**config.mk**
```make
export PLATFORM = sky130hd
export DESIGN_NAME = uart_tx_arbiter
export DESIGN_NICKNAME = d
export VERILOG_FILES = /design/src/rtl/uart_tx_arbiter.sv
export SDC_FILE = /design/constraint.sdc
export NUM_CORES = 1
export LEC_CHECK = 0
export ABC_AREA = 1
export CAP_MARGIN = 30
export CORE_MARGIN = 2
export CORE_UTILIZATION = 55
export CTS_CLUSTER_DIAMETER = 100
export DETAILED_ROUTE_END_ITERATION = 12
export PLACE_DENSITY = 0.83
export SKIP_LAST_GASP = 1
export SLEW_MARGIN = 40
export SYNTH_ARGS = -nofsm -noshare
export SYNTH_HDL_FRONTEND = slang
export SYNTH_SLANG_ARGS = --single-unit
```
**constraint.sdc**
```tcl
create_clock -name clk -period 3.3 [get_ports clk]
set_input_delay 0.66 -clock clk [delete_from_list [all_inputs] [get_ports clk]]
set_output_delay 0.66 -clock clk [all_outputs]
set_load 0.005 [all_outputs]
```
**src/rtl/uart_tx_arbiter.sv**
```systemverilog
// uart_tx_arbiter
//   Shares one UART transmit byte path between NUM_REQ requesters. A new
//   winner is picked for every byte by round robin. An optional per-requester
//   frame lock keeps the bytes of a multi-byte message contiguous. The winner's
//   byte is latched, and the transmitter receives a one-cycle start. The
//   arbiter then waits for tx_done. A watchdog flags a transmitter that never
//   finishes.
//
// Ports
//   clk          system clock, rising edge
//   rst          asynchronous reset, active low
//   req          per-requester byte request (level, held until gnt)
//   lock         requester keeps ownership for its next byte while high
//   req_data     byte of requester i on [8i+7:8i]
//   gnt          one-hot single-cycle pulse: byte of requester i accepted
//   tx_data      byte to the transmitter, stable from tx_start until tx_done
//   tx_start     single-cycle pulse: the transmitter loads tx_data
//   tx_busy      the transmitter is shifting a frame
//   tx_done      single-cycle pulse: the frame, including stop bits, is sent
//   owner        index of the current or last granted requester
//   timeout_err  sticky: the transmitter did not finish within TIMEOUT_CYC
//
// state     | meaning
// IDLE      | waiting for transmitter free and a request
// ISSUE     | gnt/tx_start pulse cycle, watchdog cleared
// WAIT_DONE | waiting for tx_done, watchdog running
module uart_tx_arbiter #(
  parameter int NUM_REQ     = 3,
  parameter int TIMEOUT_CYC = 65535,
  parameter int CW          = 16
) (
  input  logic                 clk,
  input  logic                 rst,
  input  logic [NUM_REQ-1:0]   req,
  input  logic [NUM_REQ-1:0]   lock,
  input  logic [8*NUM_REQ-1:0] req_data,
  output logic [NUM_REQ-1:0]   gnt,
  output logic [7:0]           tx_data,
  output logic                 tx_start,
  input  logic                 tx_busy,
  input  logic                 tx_done,
  output logic [2:0]           owner,
  output logic                 timeout_err
);

  typedef enum logic [1:0] {IDLE, ISSUE, WAIT_DONE} state_t;

  state_t        state;
  logic [2:0]    rr_ptr;
  logic          locked_hold;
  logic [CW-1:0] cnt;

  logic          own_req;
  logic [7:0]    own_data;
  logic          own_lock;
  logic          win_found;
  logic          win_by_lock;
  logic [2:0]    win_idx;
  logic [7:0]    win_data;
  logic          win_lock;
  logic [2:0]    rr_next;
  logic [CW-1:0] cnt_inc;

  always_comb begin
    own_req  = 1'b0;
    own_data = 8'h00;
    own_lock = 1'b0;
    for (int i = 0; i < NUM_REQ; i++) begin
      if (owner == 3'(i)) begin
        own_req  = req[i];
        own_data = req_data[8*i +: 8];
        own_lock = lock[i];
      end
    end

    win_found   = 1'b0;
    win_by_lock = 1'b0;
    win_idx     = 3'd0;
    win_data    = 8'h00;
    win_lock    = 1'b0;
    if (locked_hold && own_req) begin
      win_found   = 1'b1;
      win_by_lock = 1'b1;
      win_idx     = owner;
      win_data    = own_data;
      win_lock    = own_lock;
    end else begin
      // Two passes give "first set bit at or after rr_ptr, wrapping" without modulo arithmetic.
      for (int i = 0; i < NUM_REQ; i++) begin
        if (!win_found && (3'(i) >= rr_ptr) && req[i]) begin
          win_found = 1'b1;
          win_idx   = 3'(i);
          win_data  = req_data[8*i +: 8];
          win_lock  = lock[i];
        end
      end
      for (int i = 0; i < NUM_REQ; i++) begin
        if (!win_found && (3'(i) < rr_ptr) && req[i]) begin
          win_found = 1'b1;
          win_idx   = 3'(i);
          win_data  = req_data[8*i +: 8];
          win_lock  = lock[i];
        end
      end
    end
  end

  assign rr_next = (win_idx == 3'(NUM_REQ - 1)) ? 3'd0 : win_idx + 3'd1;
  assign cnt_inc = (cnt == {CW{1'b1}}) ? cnt : cnt + 1'b1;

  always_ff @(posedge clk or negedge rst) begin
    if (!rst) begin
      state       <= IDLE;
      gnt         <= '0;
      tx_start    <= 1'b0;
      tx_data     <= 8'h00;
      owner       <= 3'd0;
      rr_ptr      <= 3'd0;
      locked_hold <= 1'b0;
      timeout_err <= 1'b0;
      cnt         <= '0;
    end else begin
      gnt      <= '0;
      tx_start <= 1'b0;
      case (state)
        IDLE: begin
          if (!tx_busy && win_found) begin
            gnt         <= NUM_REQ'(1) << win_idx;
            tx_start    <= 1'b1;
            tx_data     <= win_data;
            owner       <= win_idx;
            locked_hold <= win_lock;
            if (!win_by_lock) rr_ptr <= rr_next;
            state       <= ISSUE;
          end
        end
        ISSUE: begin
          cnt   <= '0;
          state <= WAIT_DONE;
        end
        WAIT_DONE: begin
          cnt <= cnt_inc;
          // tx_done is checked first so that it wins over a coincident timeout.
          if (tx_done) begin
            timeout_err <= 1'b0;
            state       <= IDLE;
          end else if (cnt_inc == CW'(TIMEOUT_CYC)) begin
            timeout_err <= 1'b1;
            locked_hold <= 1'b0;
            state       <= IDLE;
          end
        end
        default: state <= IDLE;
      endcase
    end
  end

endmodule

```
# Word-level counts from Yosys, hierarchy flattened
# Index checks and enable logic that the tools add are counted.
[word_totals] wordCells=118 input_bits=34 reg_bits=38
[classes] shift=1 n_reduce_logical=29 n_eq_ne=11 add_sub_neg=2 bitwise=1 mux=59 n_lt_le_gt_ge=6
[op_table] cell="8-bit 2-to-1 mux" n=10
[op_table] cell="1-bit 2-to-1 mux" n=34
[op_table] cell="16-bit equality test (second input constant)" n=2
[op_table] cell="16-bit case mux with 2 select lines" n=1
[op_table] cell="3-bit 2-to-1 mux" n=8
[op_table] cell="16-bit by 1-bit adder with 16-bit output (second input constant)" n=1
[op_table] cell="16-bit 2-to-1 mux" n=1
[op_table] cell="1-bit logical AND" n=13
[op_table] cell="3-bit by 2-bit equality test with 1-bit output (second input constant)" n=2
[op_table] cell="1-bit by 3-bit >= comparator with 1-bit output (first input constant)" n=2
[op_table] cell="1-bit zero test" n=6
[op_table] cell="1-bit by 3-bit < comparator with 1-bit output (first input constant)" n=2
[op_table] cell="2-bit 2-to-1 mux" n=3
[op_table] cell="2-bit inequality test (second input constant)" n=3
[op_table] cell="2-bit case mux with 3 select lines" n=1
[op_table] cell="2-bit AND reduction" n=3
[op_table] cell="2-bit nonzero test" n=3
[op_table] cell="4-bit AND reduction" n=1
[op_table] cell="3-bit by 1-bit adder with 3-bit output (second input constant)" n=1
[op_table] cell="3-bit by 1-bit equality test with 1-bit output (second input constant)" n=1
[op_table] cell="2-bit by 3-bit >= comparator with 1-bit output (first input constant)" n=1
[op_table] cell="3-bit zero test" n=1
[op_table] cell="2-bit by 3-bit < comparator with 1-bit output (first input constant)" n=1
[op_table] cell="3-bit inequality test (second input constant)" n=1
[op_table] cell="other kinds (7)" n=7

# Longest topological paths before layout
[depth] depth_word=34 ltp_mapped=15 ltp_nobuf=14

# Worst setup path after synthesis
# OpenSTA, ideal clock, no wires.
[synth_timing] path_kind="input-to-reg" startpoint="in req[1]" endpoint="reg tx_data[4]" slack_ps=1349 path_buffers=1 cell_stages=12 required_ps=3180 setup_time_ps=120 arrival_ps=1831 cell_sequence="inv_1 nor3_1 nand2_2 nand3_1 nor2_2 nand3_2 clkbuf_1 nand2_1 nor2_1 nor2_1 o21ai_1 nand2_1"
[synth_between] elab_chain_cells=25
[synth_lines] element="from (decl)" line_no="34" text="input logic [NUM_REQ-1:0] req,"
[synth_lines] element="1-bit logical AND" line_no="90" text="if (!win_found && (3'(i) >= rr_ptr) && req[i]) begin"
[synth_lines] element="1-bit 2-to-1 mux" line_no="90"
[synth_lines] element="1-bit 2-to-1 mux" line_no="81" text="if (locked_hold && own_req) begin"
[synth_lines] element="1-bit zero test" line_no="90"
[synth_lines] element="1-bit logical AND (2 in a row)" line_no="90"
[synth_lines] element="1-bit 2-to-1 mux" line_no="90"
[synth_lines] element="1-bit 2-to-1 mux" line_no="81"
[synth_lines] element="1-bit zero test" line_no="98" text="if (!win_found && (3'(i) < rr_ptr) && req[i]) begin"
[synth_lines] element="(+7 left out)"
[synth_lines] element="1-bit 2-to-1 mux" line_no="98"
[synth_lines] element="1-bit 2-to-1 mux" line_no="81"
[synth_lines] element="1-bit zero test" line_no="98"
[synth_lines] element="1-bit logical AND (2 in a row)" line_no="98"
[synth_lines] element="1-bit 2-to-1 mux" line_no="98"
[synth_lines] element="1-bit 2-to-1 mux" line_no="81"
[synth_lines] element="1-bit logical AND" line_no="127" text="if (!tx_busy && win_found) begin"
[synth_lines] element="2-bit AND reduction (no line)"
[synth_lines] element="to (signal assigned)" line_no="130" text="tx_data <= win_data;"
[synth_lines] element="to (decl)" line_no="38" text="output logic [7:0] tx_data,"
# Parallel ways exist; a longest one is shown, timed or not. The select of a mux whose other input is x is not followed.
# A chain may end at the register's enable or synchronous reset.

# Worst setup path after layout
[layout_timing] startpoint="in req[0]" endpoint="reg rr_ptr[0]"
[layout_between] elab_chain_cells=30
[layout_lines] element="1-bit logical AND" line_no="90"
[layout_lines] element="1-bit 2-to-1 mux" line_no="90"
[layout_lines] element="1-bit 2-to-1 mux" line_no="81"
[layout_lines] element="1-bit zero test" line_no="90"
[layout_lines] element="1-bit logical AND (2 in a row)" line_no="90"
[layout_lines] element="1-bit 2-to-1 mux" line_no="90"
[layout_lines] element="1-bit 2-to-1 mux" line_no="81"
[layout_lines] element="1-bit zero test" line_no="90"
[layout_lines] element="(+12 left out)"
[layout_lines] element="1-bit 2-to-1 mux" line_no="98"
[layout_lines] element="1-bit 2-to-1 mux" line_no="81"
[layout_lines] element="1-bit zero test" line_no="98"
[layout_lines] element="1-bit logical AND (2 in a row)" line_no="98"
[layout_lines] element="3-bit 2-to-1 mux / 1-bit 2-to-1 mux (equally long branches)" line_no="98"
[layout_lines] element="3-bit 2-to-1 mux / 1-bit 2-to-1 mux (equally long branches)" line_no="81"
[layout_lines] element="3-bit by 1-bit adder with 3-bit output, or another cell as far along" line_no="108" text="assign rr_next = (win_idx == 3'(NUM_REQ - 1)) ? 3'd0 : win_idx + 3'd1;"
[layout_lines] element="3-bit 2-to-1 mux / 3-bit AND reduction (equally long branches)"
[layout_lines] element="to (signal assigned)" line_no="133" text="if (!win_by_lock) rr_ptr <= rr_next;"
[layout_lines] element="to (decl)" line_no="49" text="logic [2:0] rr_ptr;"
# Parallel ways exist; a longest one is shown, timed or not. The select of a mux whose other input is x is not followed.

==> results_dict.tcl <==
set metrics [dict create \
    start_util_pct 58.1 \
    portBuffers 49 \
    p_leak_uw 0.00157 \
    cp_cell_sequence "clkdlybuf4s50_1, nand3_4, nand2_2, nand3_1, nor2_2, nand3_2, nand3_1, nand3_2, nor2_4, inv_2, nand2_1, o21ai_1" \
    synthArstFlopShare_pct 100 \
    final-max-slew-violation-count 0 \
    synth-compound-area-share_pct 15.6 \
    clock_sinks 38 \
    final_common_cell "nand2_1" \
    synth_seq_cells 38 \
    p_switching_uw 912 \
    internal_power_uw 1320 \
    synth.area.mux_share_pct 0 \
    area_delta_synth_final_pct 24.1 \
    syn-mean-instance-area_um2 7.00 \
    reg2reg_depth 12 \
    hold_viol_final 0 \
    final_cell_mix "114 x nand2_1, 48 x clkdlybuf4s50_1, 43 x nand3_1" \
    cp.arrival_ns 2.73 \
    layout.nets 487 \
    min_period_over_period_pct 77.3 \
    path_depth 12 \
    antenna_found_initial 0 \
    start_kind "primary input" \
    synthAdderAreaFrac_pct 1.79 \
    grt_usage_pct 27.9 \
    switching_share_pct 40.8 \
    yosys.area_share.simple_pct 39.3 \
    skew_ns 0.00866 \
    clk_pin_slew_worst_paths_ns 0.08 \
    antenna_left 0 \
    via_per_inst 5.74 \
    dieWidth_um 75.3 \
    synth_xor_area_share_pct 1.25 \
    grt.overflow.total 0 \
    worst-r2r-setup-slack_ns 1.06 \
    slew_headroom_pct 60.5 \
    rsz0062_at_grt "false" \
    p_seq_share_pct 29.5 \
    drive_gt1_share_pct 11.1 \
    drt_iter0_markers 252 \
    cp-end-kind "flip-flop" \
    period_minus_slack_ns 2.55 \
    die_y_um 75.3 \
    synthesis.area_um2 2800 \
    clock_power_share_pct 22.3 \
    maxCapViolCount 0 \
    combPwrFrac_pct 48.3 \
    dieArea_um2 5680 \
    cts_resized 0 \
    syn_inst 400 \
    max_stage_delay_ns 0.54 \
    synth_top_family_by_area "simple AND/OR/NAND/NOR gates" \
    crit_required_ns 3.48 \
    clockRootBuffer "clkbuf_8" \
    critPathBufInv 2 \
    netlist_top_cells_area "dfrtp_1 34%, nand2_1 15%, nand3_1 7.7%" \
    reg2reg_to "rr_ptr[0]" \
    crit_type "primary input to flip-flop" \
    clock_path_buffers 2 \
    placed_cells 509 \
    vdd_drop_max_uv 384 \
    numCtsBuffers 5 \
    critPathMaxFanout 13 \
    powerDensity_nw_per_um2 643 \
    yosys.area.top_type_share_pct 34.0 \
    setup_viol 0 \
    grt_pass1_vias 2675 \
    drcViolationCount 0 \
    status "finished, final reports clean" \
    grt_pass1_wl_um 12200 \
    hold_path.class "primary input to asynchronous set/reset pin" \
    seq_area_um2 951 \
    setup_tns_ns 0 \
    syn_nets 438 \
    final_cell_area_um2 3470 \
    max_freq_ghz 0.392 \
    cts_hold_buffers 0 \
    core_area_um2 4820 \
    grt_max_degree 39 \
    synthFlopType "dfrtp_1" \
    dpl_cell_area_um2 3330 \
    synth_cell_type_count 36 \
    multi_input_comb_area_um2 1620 \
    synth_edf_count 0 \
    place_congestion 0.958 \
    cpMaxStageDelayCell "clkdlybuf4s50_1" \
    synth_area_leader_cell "dfrtp_1" \
    htree_levels 2 \
    fp-row-count 25 \
    drtPass1Iterations 5 \
    dr_total_vias 2967 \
    reg2reg_from "rr_ptr[1]" \
    cts_tree "built" \
    routed_wl_um 7490 \
    wl_per_cell_um 14.5 \
    yosysWarningCount 0 \
    dpl.hpwl_um 5700 \
    ys_seq_area_share_pct 34.0 \
    antenna_cells 0 \
    n_fill_cell 420 \
    tightest_slew_ns 0.593 \
    post_cts_buffers 0 \
    num_io_pins 50 \
    instances_no_fill 517 \
    clk_latency_ns 0.29 \
    cp_top_family "simple AND/OR/NAND/NOR gates" \
]
==> cell families (layout without fill, tap and decap cells) <==
kind of cell	Yosys count	count (layout)
compound gates	68	68
simple gates	233	233
xor+xnor	4	4
flops	38	38
buf+inv	53	103
fa+ha+maj	4	4
==> cell type report <==
class,instances,area share (%)
tap,67,2.41
inverter,43,4.75
multi-input combinational,309,46.7
clock buffer,6,2.38
sequential,38,27.4
timing repair buffer,52,14.7
clock inverter,2,1.73
==> sequential cells by signal, indices dropped and copies added (netlist names) <==
register and cells:
cnt 16, tx_data 8, gnt 3, owner 3, rr_ptr 3, state 2
locked_hold 1, timeout_err 1, tx_start 1
==> per-layer routing <==
layer / up-vias / global-route usage [%] / share of wire, %
li1: 1442 / - / -
met1: 1393 / 41.0 / 46
met2: 122 / 42.4 / 46
met3: 10 / 4.63 / 6.5
met4: 0 / 8.38 / 1.3
met5: - / 0 / 0
==> synthesized netlist by cell type (4+ instances only) <==
cell type  instances
nand2_1          114
nand3_1           43
dfrtp_1           38
nor2_1            38
inv_1             34
o21ai_0           24
o211ai_1          12
nand2_2           10
o21ai_1            9
nand4_1            8
inv_2              7
a221o_1            6
clkbuf_1           6
a21oi_1            5
nor2_2             5
nor2_4             5
ha_1               4
==> power groups by stage <==
stage / Combinational [uW] / Sequential (uW) / Clock [uW]
detailed placement: 1070 / 664 / 0
CTS: 1070 / 658 / 503
global route: 1190 / 669 / 519
floorplan: 701 / 649 / 0
finish: 1080 / 659 / 498
global placement: 1050 / 665 / 0
==> worst max path at each step <==
stage	start	endpoint	slack (ns)
2_1_floorplan	req[1]	tx_data[4]	1.35
3_3_place_gp	req[0]	tx_data[1]	0.60
3_5_place_dp	req[0]	rr_ptr[0]	0.49
4_1_cts	req[0]	rr_ptr[0]	0.80
5_1_grt	req[1]	rr_ptr[0]	0.61
6_report	req[0]	rr_ptr[0]	0.75
==> through the flow <==
stage	util (%)	setup WS, ns	total power (uW)	hold slack (ns)
finish	72.1	0.749	2240	0.322
global route	72.1	0.609	2380	0.359
CTS	72.1	0.801	2230	0.336
detailed placement	69.2	0.494	1730	0.473
global placement	69.1	0.599	1710	0.467
floorplan	-	1.35	1350	0.364
(Power assumes the default switching activity.)
